`src/rtl/lsu_mem_initiator_pkg.sv`:
```
// lsu_pkg: access codes, FSM encoding and size/alignment helpers for the load/store initiator
package lsu_pkg;
   localparam logic [2:0] F3_B  = 3'b000;
   localparam logic [2:0] F3_H  = 3'b001;
   localparam logic [2:0] F3_W  = 3'b010;
   localparam logic [2:0] F3_BU = 3'b100;
   localparam logic [2:0] F3_HU = 3'b101;

   typedef enum logic [2:0] {IDLE, LD0, LD1, STB, ST, RESP} state_t;

   function automatic logic [2:0] size_of(input logic [2:0] f3);
      return (f3 == F3_W) ? 3'd4 : (f3 == F3_H || f3 == F3_HU) ? 3'd2 : 3'd1;
   endfunction

   function automatic logic is_misaligned(input logic [2:0] f3, input logic [1:0] off);
      return ((f3 == F3_H || f3 == F3_HU) && off[0]) || (f3 == F3_W && off != 2'd0);
   endfunction

   // unsigned widths only exist for loads
   function automatic logic f3_legal(input logic [2:0] f3, input logic store);
      return f3 == F3_B || f3 == F3_H || f3 == F3_W || (!store && (f3 == F3_BU || f3 == F3_HU));
   endfunction
endpackage

```
`src/rtl/lsu_mem_initiator_if.sv`:
```
// lsu_mem_initiator_if: execute-stage request/response and data RAM signals of the load/store initiator
interface lsu_mem_initiator_if;
   logic        req_valid;
   logic        req_ready;
   logic        req_store;
   logic [2:0]  req_funct3;
   logic [31:0] req_addr;
   logic [31:0] req_wdata;
   logic        resp_valid;
   logic [31:0] resp_rdata;
   logic        resp_fault;
   logic        mem_load;
   logic        mem_store;
   logic [2:0]  mem_access;
   logic [31:0] mem_addr;
   logic [31:0] mem_wdata;
   logic [31:0] mem_rdata;

   modport master (
      input  req_valid, req_store, req_funct3, req_addr, req_wdata, mem_rdata,
      output req_ready, resp_valid, resp_rdata, resp_fault,
             mem_load, mem_store, mem_access, mem_addr, mem_wdata
   );

   modport slave (
      output req_valid, req_store, req_funct3, req_addr, req_wdata, mem_rdata,
      input  req_ready, resp_valid, resp_rdata, resp_fault,
             mem_load, mem_store, mem_access, mem_addr, mem_wdata
   );
endinterface

```
`src/rtl/lsu_mem_initiator_load_merge.sv`:
```
// lsu_load_merge: extracts a misaligned load from two consecutive RAM words and extends it
module lsu_load_merge
   import lsu_pkg::*;
(
   input  logic [63:0] words,
   input  logic [1:0]  off,
   input  logic [2:0]  funct3,
   output logic [31:0] data
);
   logic [31:0] sh;

   assign sh = 32'(words >> {off, 3'b000});

   always_comb
      data = funct3 == F3_B  ? {{24{sh[7]}}, sh[7:0]} :
             funct3 == F3_H  ? {{16{sh[15]}}, sh[15:0]} :
             funct3 == F3_BU ? {24'b0, sh[7:0]} :
             funct3 == F3_HU ? {16'b0, sh[15:0]} : sh;
endmodule

```
`src/rtl/lsu_mem_initiator.sv`:
```
// lsu_mem_initiator: load/store initiator from execute stage to byte-enabled data RAM;
// misaligned loads become one or two word reads, misaligned stores become byte writes.
module lsu_mem_initiator
   import lsu_pkg::*;
#(
   parameter bit MISALIGN_EN = 1'b1
) (
   input logic clk,
   input logic rst_n,
   lsu_mem_initiator_if.master bus
);
   state_t      state, nxt;
   logic [2:0]  f3_q;
   logic [31:0] a_q, wd_q, w0_q, res_q;
   logic        flt_q;
   logic [1:0]  cnt;
   logic        hs, mis_in, flt_in, mis, two;
   logic [2:0]  sz;
   logic [31:0] wbase, merged;
   logic [7:0]  wbyte;

   assign bus.req_ready  = state == IDLE && rst_n;
   assign hs             = bus.req_valid && bus.req_ready;
   assign mis_in         = is_misaligned(bus.req_funct3, bus.req_addr[1:0]);
   assign flt_in         = !f3_legal(bus.req_funct3, bus.req_store) || (mis_in && !MISALIGN_EN);
   assign mis            = is_misaligned(f3_q, a_q[1:0]);
   assign sz             = size_of(f3_q);
   assign two            = {1'b0, a_q[1:0]} + sz > 3'd4;
   assign wbase          = {a_q[31:2], 2'b00};
   assign wbyte          = 8'(wd_q >> {cnt, 3'b000});
   assign bus.resp_rdata = res_q;
   assign bus.resp_fault = flt_q;

   // in LD1 the low word was captured last cycle, the high word is on the bus now
   lsu_load_merge u_merge (
      .words  ({bus.mem_rdata, state == LD1 ? w0_q : bus.mem_rdata}),
      .off    (a_q[1:0]),
      .funct3 (f3_q),
      .data   (merged)
   );

   always_ff @(posedge clk or negedge rst_n)
      if (!rst_n) state <= IDLE;
      else        state <= nxt;

   always_comb begin
      nxt            = state;
      bus.resp_valid = 1'b0;
      bus.mem_load   = 1'b0;
      bus.mem_store  = 1'b0;
      bus.mem_access = 3'b000;
      bus.mem_addr   = 32'b0;
      bus.mem_wdata  = 32'b0;
      case (state)
         IDLE: if (hs) nxt = flt_in ? RESP : bus.req_store ? (mis_in ? STB : ST) : LD0;
         LD0: begin
            bus.mem_load   = 1'b1;
            bus.mem_access = mis ? F3_W : f3_q;
            bus.mem_addr   = mis ? wbase : a_q;
            nxt            = mis && two ? LD1 : RESP;
         end
         LD1: begin
            bus.mem_load   = 1'b1;
            bus.mem_access = F3_W;
            bus.mem_addr   = wbase + 32'd4;
            nxt            = RESP;
         end
         ST: begin
            bus.mem_store  = 1'b1;
            bus.mem_access = f3_q;
            bus.mem_addr   = a_q;
            bus.mem_wdata  = wd_q;
            nxt            = RESP;
         end
         STB: begin
            bus.mem_store  = 1'b1;
            bus.mem_access = F3_B;
            bus.mem_addr   = a_q + {30'b0, cnt};
            bus.mem_wdata  = {24'b0, wbyte};
            nxt            = {1'b0, cnt} == sz - 3'd1 ? RESP : STB;
         end
         RESP: begin
            bus.resp_valid = 1'b1;
            nxt            = IDLE;
         end
         default: nxt = IDLE;
      endcase
   end

   always_ff @(posedge clk or negedge rst_n)
      if (!rst_n) begin
         f3_q  <= 3'b0;
         a_q   <= 32'b0;
         wd_q  <= 32'b0;
         w0_q  <= 32'b0;
         res_q <= 32'b0;
         flt_q <= 1'b0;
         cnt   <= 2'b0;
      end else begin
         if (hs) begin
            f3_q  <= bus.req_funct3;
            a_q   <= bus.req_addr;
            wd_q  <= bus.req_wdata;
            res_q <= 32'b0;
            flt_q <= flt_in;
            cnt   <= 2'b0;
         end
         if (state == LD0) begin
            w0_q  <= bus.mem_rdata;
            res_q <= mis ? merged : bus.mem_rdata;
         end
         if (state == LD1) res_q <= merged;
         if (state == STB) cnt <= cnt + 2'd1;
      end
endmodule
```
`src/flat_wrapper.sv`:
```
// flat-port wrapper written by rule: the top's interface ports become plain ports
module lsu_mem_initiator_flat import lsu_pkg::*;
#(
   parameter bit MISALIGN_EN = 1'b1
)
  (clk, rst_n, bus_req_valid, bus_req_store, bus_req_funct3, bus_req_addr, bus_req_wdata, bus_mem_rdata, bus_req_ready, bus_resp_valid, bus_resp_rdata, bus_resp_fault, bus_mem_load, bus_mem_store, bus_mem_access, bus_mem_addr, bus_mem_wdata);
  lsu_mem_initiator_if bus_i ();
  input logic clk;
  input logic rst_n;
  input wire logic [$bits(bus_i.req_valid)-1:0] bus_req_valid;
  input wire logic [$bits(bus_i.req_store)-1:0] bus_req_store;
  input wire logic [$bits(bus_i.req_funct3)-1:0] bus_req_funct3;
  input wire logic [$bits(bus_i.req_addr)-1:0] bus_req_addr;
  input wire logic [$bits(bus_i.req_wdata)-1:0] bus_req_wdata;
  input wire logic [$bits(bus_i.mem_rdata)-1:0] bus_mem_rdata;
  output wire logic [$bits(bus_i.req_ready)-1:0] bus_req_ready;
  output wire logic [$bits(bus_i.resp_valid)-1:0] bus_resp_valid;
  output wire logic [$bits(bus_i.resp_rdata)-1:0] bus_resp_rdata;
  output wire logic [$bits(bus_i.resp_fault)-1:0] bus_resp_fault;
  output wire logic [$bits(bus_i.mem_load)-1:0] bus_mem_load;
  output wire logic [$bits(bus_i.mem_store)-1:0] bus_mem_store;
  output wire logic [$bits(bus_i.mem_access)-1:0] bus_mem_access;
  output wire logic [$bits(bus_i.mem_addr)-1:0] bus_mem_addr;
  output wire logic [$bits(bus_i.mem_wdata)-1:0] bus_mem_wdata;
  assign bus_i.req_valid = bus_req_valid;
  assign bus_i.req_store = bus_req_store;
  assign bus_i.req_funct3 = bus_req_funct3;
  assign bus_i.req_addr = bus_req_addr;
  assign bus_i.req_wdata = bus_req_wdata;
  assign bus_i.mem_rdata = bus_mem_rdata;
  assign bus_req_ready = bus_i.req_ready;
  assign bus_resp_valid = bus_i.resp_valid;
  assign bus_resp_rdata = bus_i.resp_rdata;
  assign bus_resp_fault = bus_i.resp_fault;
  assign bus_mem_load = bus_i.mem_load;
  assign bus_mem_store = bus_i.mem_store;
  assign bus_mem_access = bus_i.mem_access;
  assign bus_mem_addr = bus_i.mem_addr;
  assign bus_mem_wdata = bus_i.mem_wdata;
  lsu_mem_initiator #(.MISALIGN_EN(MISALIGN_EN)) u_core (.clk(clk), .rst_n(rst_n), .bus(bus_i));
endmodule
```
`config.mk`:
```
export PLATFORM = sky130hd
export DESIGN_NAME = lsu_mem_initiator_flat
export DESIGN_NICKNAME = d
export VERILOG_FILES = /design/src/rtl/lsu_mem_initiator_pkg.sv /design/src/rtl/lsu_mem_initiator_if.sv /design/src/rtl/lsu_mem_initiator_load_merge.sv /design/src/rtl/lsu_mem_initiator.sv /design/src/flat_wrapper.sv
export SDC_FILE = /design/constraint.sdc
export NUM_CORES = 1
export LEC_CHECK = 0
export CORE_MARGIN = 2
export CORE_UTILIZATION = 46
export DETAILED_ROUTE_END_ITERATION = 7
export PLACE_DENSITY_LB_ADDON = 0.25
export SLEW_MARGIN = 25
export SYNTH_ARGS = -nofsm -noshare
export SYNTH_HDL_FRONTEND = slang
export SYNTH_SLANG_ARGS = --single-unit
```
`constraint.sdc`:
```
create_clock -name clk -period 2.78 [get_ports clk]
set_input_delay 0.417 -clock clk [delete_from_list [all_inputs] [get_ports clk]]
set_output_delay 0.417 -clock clk [all_outputs]
set_load 0.1 [all_outputs]
```
# Word-level counts from Yosys, hierarchy flattened
# Index checks and enable logic that the tools add are counted.
# word_totals
inputBits	103
word_cells	87
register_bits	137
# op_classes
reduce_logical	28
n_eq_ne	15
shift	2
n_lt_le_gt_ge	1
mux	28
n_addsub	5
# ops
operator	n
$mux W32	9
$pmux W32 S4	1
$pmux W32 S2	1
$shr A64 B5 Y32	1
$add A32 B2 Y32	1
$add A32 B3 Y32 const B	1
$shr A32 B5 Y8	1
$mux W3	8
$eq A3 B3 Y1 const B	6
$eq A3 B2 Y1 const B	4
$pmux W3 S4	1
$eq A3 B1 Y1 const B	3
$logic_not A3 Y1	3
$pmux W3 S3	1
$logic_and A1 B1 Y1	8
$logic_or A1 B1 Y1	8
$mux W2	4
$reduce_bool A2 Y1	3
$reduce_or A2 Y1	3
$add A2 B3 Y3	1
$eq A2 B3 Y1	1
$gt A3 B3 Y1 const B	1
$mux W1	3
$reduce_bool A3 Y1	1
4 further kinds	5

# Longest topological paths before layout
# logic_depth
ltp_word	10
mapped_depth	11

# Hierarchy
# From an unflattened synthesis, not the netlist that was laid out.
# unflattened
cells_unflattened	822
area_unflattened_um2	8805.9
# by_module_without_submodules
module	area_per_inst_um2	cells_per_inst	seq_area_each_um2	instances
lsu_mem_initiator	7701.1	721	3428.3	1
lsu_load_merge	1104.8	101	0.0	1

# Worst setup path before layout
# OpenSTA, ideal clock, no wires.
# synth_path
path_kind	register -> output
startpoint	register u_core.cnt[1]
endpoint	output port bus_mem_addr[14]
path_stages_with_launch	7
arrival_ps	4646
t_required_ps	2363
path_slack_ps	-2283
path_cell_list	dfrtp_1 > buf_1 > inv_1 > fa_1 > nand2_1 > nand2_1 > o41ai_1
# synth_via
elab_chain_cells	2
# synth_rtl
item	line	rtl
start: declaration	lsu_mem_initiator.sv:16	logic [1:0] cnt;
start signal: assignment	lsu_mem_initiator.sv:113	if (state == STB) cnt <= cnt + 2'd1;
$add A32 B2 Y32	lsu_mem_initiator.sv:78	bus.mem_addr = a_q + {30'b0, cnt};
$pmux W32 S4	lsu_mem_initiator.sv:54	case (state)
end: declaration	flat_wrapper.sv:23	output wire logic [$bits(bus_i.mem_addr)-1:0] bus_mem_addr;
# Every way passes these cells.

# Worst setup path after layout
# layout_path
startpoint	register u_core.a_q[3]
endpoint	output port bus_mem_addr[24]
# layout_via
elab_chain_cells	2
word_cells_on_any_way	3
# layout_rtl
item	line	rtl
start: declaration	lsu_mem_initiator.sv:14	logic [31:0] a_q, wd_q, w0_q, res_q;
start signal: assignment	lsu_mem_initiator.sv:102	a_q <= bus.req_addr;
$add A32 B2 Y32 or $add A32 B3 Y32 (tied branches)	lsu_mem_initiator.sv:78, lsu_mem_initiator.sv:65	
$pmux W32 S4 *	lsu_mem_initiator.sv:54	
# Mark *: on every way between the ends. The rest lies on a longest branch, timed or not.

==> report_table.html <==
<table>
<tr><th>Metric</th><th>Value</th></tr>
<tr><th colspan="2">Yosys</th></tr>
<tr><td>Top cell type by total area after synthesis</td><td>sky130_fd_sc_hd__dfrtp_1</td></tr>
<tr><td>Post-synthesis sequential area ratio</td><td>around two fifths</td></tr>
<tr><td>Number of different library cells in the post-synthesis netlist</td><td>72</td></tr>
<tr><td>Total of flip-flops plus latches after synthesis</td><td>137</td></tr>
<tr><td>Top cells by area in the synthesized netlist</td><td>sky130_fd_sc_hd__dfrtp_1, sky130_fd_sc_hd__mux2_2, sky130_fd_sc_hd__nand2_1</td></tr>
<tr><td>Warnings, synthesis</td><td>0</td></tr>
<tr><td>Number of synthesized flops with an enable pin</td><td>0</td></tr>
<tr><td>Share of the synthesized area in the top cell type</td><td>between 30 and 40%</td></tr>
<tr><td>Cells after synthesis</td><td>941</td></tr>
<tr><td>Synthesized area</td><td>between 8000 and 9000 um^2</td></tr>
<tr><td>Mean instance size in the synthesized netlist</td><td>slightly above 9 um^2</td></tr>
<tr><td>Post-synthesis async set-or-reset flop share</td><td>100.0%</td></tr>
<tr><td>Synthesized Nets</td><td>roughly 1100</td></tr>
<tr><td>Post-synth top flop</td><td>sky130_fd_sc_hd__dfrtp_1</td></tr>
<tr><th colspan="2">Worst setup path</th></tr>
<tr><td>Sort of element at the start of the critical path</td><td>register</td></tr>
<tr><td>Largest stage delay on the critical path</td><td>just under 0.6 ns</td></tr>
<tr><td>Most frequent CP cell</td><td>sky130_fd_sc_hd__buf_6</td></tr>
<tr><td>CP Capture Type</td><td>output port</td></tr>
<tr><td>Required @ worst endpoint</td><td>roughly 2.4 ns</td></tr>
<tr><td>Class of the most critical setup path</td><td>register to output port</td></tr>
<tr><td>Launch point of the worst reg-to-reg path</td><td>u_core.state[1]</td></tr>
<tr><td>Depth of the worst register-to-register path</td><td>8</td></tr>
<tr><td>Reg2reg setup slack</td><td>about 0.24 ns</td></tr>
<tr><td>Arrival time at the worst endpoint</td><td>2.74 ns</td></tr>
<tr><td>Cell-by-cell trace of the critical path</td><td>ha_2 &gt; nand3_2 &gt; or4_4 &gt; buf_6 &gt; nor4_4 &gt; buf_4 &gt; buf_6 &gt; a21oi_2 &gt; o21ai_2 &gt; o31ai_4 &gt; buf_12</td></tr>
<tr><td>Max stage delay cell, worst path</td><td>sky130_fd_sc_hd__or4_4</td></tr>
<tr><td>Critical register-to-register path endpoint</td><td>u_core.bus.resp_rdata[14]</td></tr>
<tr><td>Maximum fanout count along the critical path</td><td>6</td></tr>
<tr><th colspan="2">STA</th></tr>
<tr><td>Maximum operating frequency</td><td>approximately 320 MHz</td></tr>
<tr><td>Clock Skew</td><td>0.01309 ns</td></tr>
<tr><td>Pin slew with the least headroom to its limit</td><td>0.7109 ns</td></tr>
<tr><td>Hold violation count in the final report</td><td>0</td></tr>
<tr><td>Final slew viol count</td><td>0</td></tr>
<tr><td>Worst slew slack as a fraction of its limit</td><td>a little over half</td></tr>
<tr><td>Final critical-path required period</td><td>about 3.2 ns</td></tr>
<tr><td>Worst setup slack after layout</td><td>-0.3766 ns</td></tr>
<tr><td>Setup repair after global routing missed its margin</td><td>true</td></tr>
<tr><td>Period Utilization, post-route</td><td>113.5%</td></tr>
<tr><td>Final setup violation count</td><td>18</td></tr>
<tr><th colspan="2">Clock tree</th></tr>
<tr><td>Clock tree from TritonCTS</td><td>done</td></tr>
<tr><td>Clock latency on the worst-skew pair</td><td>0.43 ns</td></tr>
<tr><td>Longest Clk Path Bufs</td><td>2</td></tr>
<tr><td>Clock Sinks</td><td>137</td></tr>
<tr><td>Number of buffers inserted during clock tree synthesis</td><td>17</td></tr>
<tr><td>Clk Tree Root Cell</td><td>sky130_fd_sc_hd__clkbuf_16</td></tr>
<tr><td>Clock edge transition at the registers on the reported setup and hold paths</td><td>about 0.070 ns</td></tr>
<tr><td>H-tree levels</td><td>4</td></tr>
<tr><th colspan="2">Detailed routing</th></tr>
<tr><td>Wire length per cell after detailed routing</td><td>21.89 um</td></tr>
<tr><td>Number of DRC markers after the initial detailed-route iteration</td><td>about 880</td></tr>
<tr><td>Via count of the routed design</td><td>8792</td></tr>
<tr><td>Pre-antenna DRT Iters</td><td>6</td></tr>
<tr><td>Vias per cell</td><td>6.165</td></tr>
<tr><td>Number of nets still failing antenna checks after routing</td><td>0</td></tr>
<tr><td>Total Routed Length</td><td>31.21 mm</td></tr>
<tr><td>Post-detailed-route DRC marker count</td><td>0</td></tr>
<tr><th colspan="2">Die</th></tr>
<tr><td>Placeable Area</td><td>about 19000 um^2</td></tr>
<tr><td>Overall die width</td><td>142.2 um</td></tr>
<tr><td>Total number of placement rows</td><td>50</td></tr>
<tr><td>Number of primary I/O pins</td><td>roughly 210</td></tr>
<tr><td>Die Footprint</td><td>about 20000 um^2</td></tr>
<tr><td>Die Span Y</td><td>between 100 and 150 um</td></tr>
<tr><td>Starting Density</td><td>46.94%</td></tr>
<tr><th colspan="2">Status</th></tr>
<tr><td>Status</td><td>finished, violations left</td></tr>
<tr><td>Violated checks</td><td>negative setup slack</td></tr>
<tr><th colspan="2">Flow run</th></tr>
<tr><td>Max-cap violations</td><td>0</td></tr>
<tr><th colspan="2">Placement</th></tr>
<tr><td>DP Worst Slack</td><td>-0.03066 ns</td></tr>
<tr><td>Placed Cells</td><td>around 1400</td></tr>
<tr><td>Number of buffers inserted by port buffering</td><td>a little over 200</td></tr>
<tr><td>DP HPWL</td><td>~21 mm</td></tr>
<tr><td>Final RePlAce weighted congestion</td><td>between 0.9 and 1</td></tr>
<tr><th colspan="2">Global route</th></tr>
<tr><td>Final global-route overflow total</td><td>0</td></tr>
<tr><td>Total global-route track usage</td><td>a little over 30%</td></tr>
<tr><td>Via count of the first global-routing pass</td><td>around 8700</td></tr>
<tr><td>Maximum number of pins on one net before global-route repair</td><td>125</td></tr>
<tr><td>Antenna violations before repair</td><td>0</td></tr>
<tr><td>Global-route wire length before repair</td><td>about 48 mm</td></tr>
<tr><th colspan="2">Cells and area</th></tr>
<tr><td>Final-layout fill cell count</td><td>1331</td></tr>
<tr><td>Final cell count without fillers</td><td>1426</td></tr>
<tr><td>Number of diodes</td><td>0</td></tr>
<tr><td># nets final</td><td>between 1000 and 1500</td></tr>
<tr><td>Layout cells sized above 1</td><td>a little over a third</td></tr>
<tr><td>Synth-to-Final Area Change</td><td>51.53%</td></tr>
<tr><th colspan="2">Hold path</th></tr>
<tr><td>Worst hold-check path type</td><td>input pin to asynchronous set/reset pin</td></tr>
</table>
through the flow:
stage | TNS, ns | hold slack, ns | utilization, % | instance area (um^2)
floorplan | -6.153 | 0.1214 | - | 9189
global placement | 0 | 0.2695 | 65.61 | 12270
detailed placement | -0.05077 | 0.2696 | 65.61 | 12270
CTS | -2.664 | 0.4300 | 69.75 | 13050
global route | -5.156 | 0.4304 | 71.13 | 13310
finish | -3.377 | 0.4131 | 71.13 | 13310
cell type report:
| type | instances | area, um^2 | area share (%) |
|---|---|---|---|
| clock inverter | 14 | 136.4 | 1.025 |
| clock buffer | 18 | 429.2 | 3.225 |
| timing repair buffer | 286 | 3381 | 25.41 |
| multi-input combinational | 723 | 5574 | 41.89 |
| sequential | 137 | 3440 | 25.85 |
| tap | 234 | 292.8 | 2.200 |
| inverter | 14 | 52.55 | 0.3950 |
metal layers:
layer | vias up | global-route usage (%) | share of wire, %
li1 | 3937 | - | -
met1 | 4306 | 41.78 | 40
met2 | 489 | 47.19 | 48
met3 | 60 | 9.219 | 10
met4 | 0 | 8.632 | 2.4
met5 | - | 0 | 0
synthesized netlist by cell type, types with 3 or more instances:
cell type / instances
sky130_fd_sc_hd__a211oi_1: 18
sky130_fd_sc_hd__a21oi_1: 32
sky130_fd_sc_hd__a221oi_1: 4
sky130_fd_sc_hd__a22o_1: 9
sky130_fd_sc_hd__a22oi_1: 19
sky130_fd_sc_hd__a311oi_1: 3
sky130_fd_sc_hd__a31oi_1: 14
sky130_fd_sc_hd__and2_1: 6
sky130_fd_sc_hd__and3_1: 30
sky130_fd_sc_hd__and4_1: 3
sky130_fd_sc_hd__buf_1: 7
sky130_fd_sc_hd__buf_2: 9
sky130_fd_sc_hd__buf_6: 5
sky130_fd_sc_hd__clkbuf_1: 42
sky130_fd_sc_hd__dfrtp_1: 137
sky130_fd_sc_hd__ha_1: 5
sky130_fd_sc_hd__inv_1: 13
sky130_fd_sc_hd__mux2_2: 85
sky130_fd_sc_hd__mux2i_1: 30
sky130_fd_sc_hd__mux4_1: 6
sky130_fd_sc_hd__mux4_2: 10
sky130_fd_sc_hd__nand2_1: 174
sky130_fd_sc_hd__nand2b_1: 6
sky130_fd_sc_hd__nand3_1: 14
sky130_fd_sc_hd__nand4_1: 7
sky130_fd_sc_hd__nor2_1: 51
sky130_fd_sc_hd__nor2b_1: 4
sky130_fd_sc_hd__nor3_1: 5
sky130_fd_sc_hd__nor4_1: 5
sky130_fd_sc_hd__o211ai_1: 7
sky130_fd_sc_hd__o211ai_2: 10
sky130_fd_sc_hd__o21ai_0: 101
sky130_fd_sc_hd__o22ai_1: 11
sky130_fd_sc_hd__o31ai_1: 3
sky130_fd_sc_hd__or2_2: 3
sky130_fd_sc_hd__or3_1: 5
cell families after synthesis:
kind of cell,count (synthesis),synth area share (%)
XOR/XNOR,3,0.2993
AND/OR/NAND/NOR,333,18.20
adder cells (fa/ha/maj),7,1.168
flip-flops,137,39.04
AO/OA/AOI/OAI,248,18.22
multiplexers,132,18.94
buffers and inverters,81,4.132
worst max path at each step:
| stage | slack [ns] | cells past startpoint | to | start |
|---|---|---|---|---|
| 4_1_cts | -0.36 | 9 | bus_mem_addr[26] | u_core.a_q[3] |
| 5_1_grt | -0.44 | 9 | bus_mem_addr[26] | u_core.a_q[3] |
| 2_1_floorplan | -0.44 | 7 | bus_mem_addr[24] | u_core.a_q[3] |
| 6_report | -0.38 | 11 | bus_mem_addr[24] | u_core.a_q[3] |
| 3_3_place_gp | 0.03 | 9 | bus_mem_addr[20] | u_core.a_q[2] |
| 3_5_place_dp | -0.03 | 9 | bus_mem_addr[16] | u_core.a_q[2] |
cell usage in the layout (no fill, tap or decap), types with 5 or more instances in the layout:
cell	count
sky130_fd_sc_hd__a211oi_1	16
sky130_fd_sc_hd__a21oi_1	25
sky130_fd_sc_hd__a22o_1	9
sky130_fd_sc_hd__a22oi_1	17
sky130_fd_sc_hd__a31oi_1	13
sky130_fd_sc_hd__and3_1	30
sky130_fd_sc_hd__buf_12	73
sky130_fd_sc_hd__buf_4	92
sky130_fd_sc_hd__buf_6	18
sky130_fd_sc_hd__clkbuf_16	17
sky130_fd_sc_hd__clkdlybuf4s50_1	101
sky130_fd_sc_hd__dfrtp_1	130
sky130_fd_sc_hd__dfrtp_2	6
sky130_fd_sc_hd__inv_1	11
sky130_fd_sc_hd__mux2_2	84
sky130_fd_sc_hd__mux2i_1	30
sky130_fd_sc_hd__mux4_1	6
sky130_fd_sc_hd__mux4_2	10
sky130_fd_sc_hd__nand2_1	168
sky130_fd_sc_hd__nand2_2	5
sky130_fd_sc_hd__nand3_1	10
sky130_fd_sc_hd__nand3_2	5
sky130_fd_sc_hd__nand4_1	7
sky130_fd_sc_hd__nor2_1	42
sky130_fd_sc_hd__nor2_2	5
sky130_fd_sc_hd__nor2_4	5
sky130_fd_sc_hd__nor4_4	5
sky130_fd_sc_hd__o211ai_1	7
sky130_fd_sc_hd__o211ai_2	10
sky130_fd_sc_hd__o21ai_0	64
sky130_fd_sc_hd__o21ai_1	11
sky130_fd_sc_hd__o21ai_2	20
sky130_fd_sc_hd__o21ai_4	7
sky130_fd_sc_hd__o22ai_1	9
sequential cells by signal (all words and copies together) (netlist names):
name                   count
u_core.f3_q                3
u_core.a_q                32
u_core.bus.resp_rdata     32
u_core.wd_q               32
u_core.state               3
u_core.cnt                 2
u_core.bus.resp_fault      1
u_core.w0_q               32
worst max-delay path: cells and delay by family (launching register included):
| kind | cells | cell delay [ns] |
|---|---|---|
| compound gates | 3 | 0.31 |
| fa+ha+maj | 1 | 0.20 |
| buf+inv | 4 | 0.62 |
| flops | 1 | 0.35 |
| simple gates | 3 | 0.83 |
timing repair:
item,4_1_cts,5_1_grt
hold buffers,1,0
gates resized for setup,52,54
setup buffers,9,8
pin swaps,21,22
hold endpoints to repair,13,0
gates cloned,0,1
setup endpoints to repair,41,59
Power is left out: the tool's default activity adds up to more than one toggle a clock period on the data nets, which glitch-free logic cannot reach.
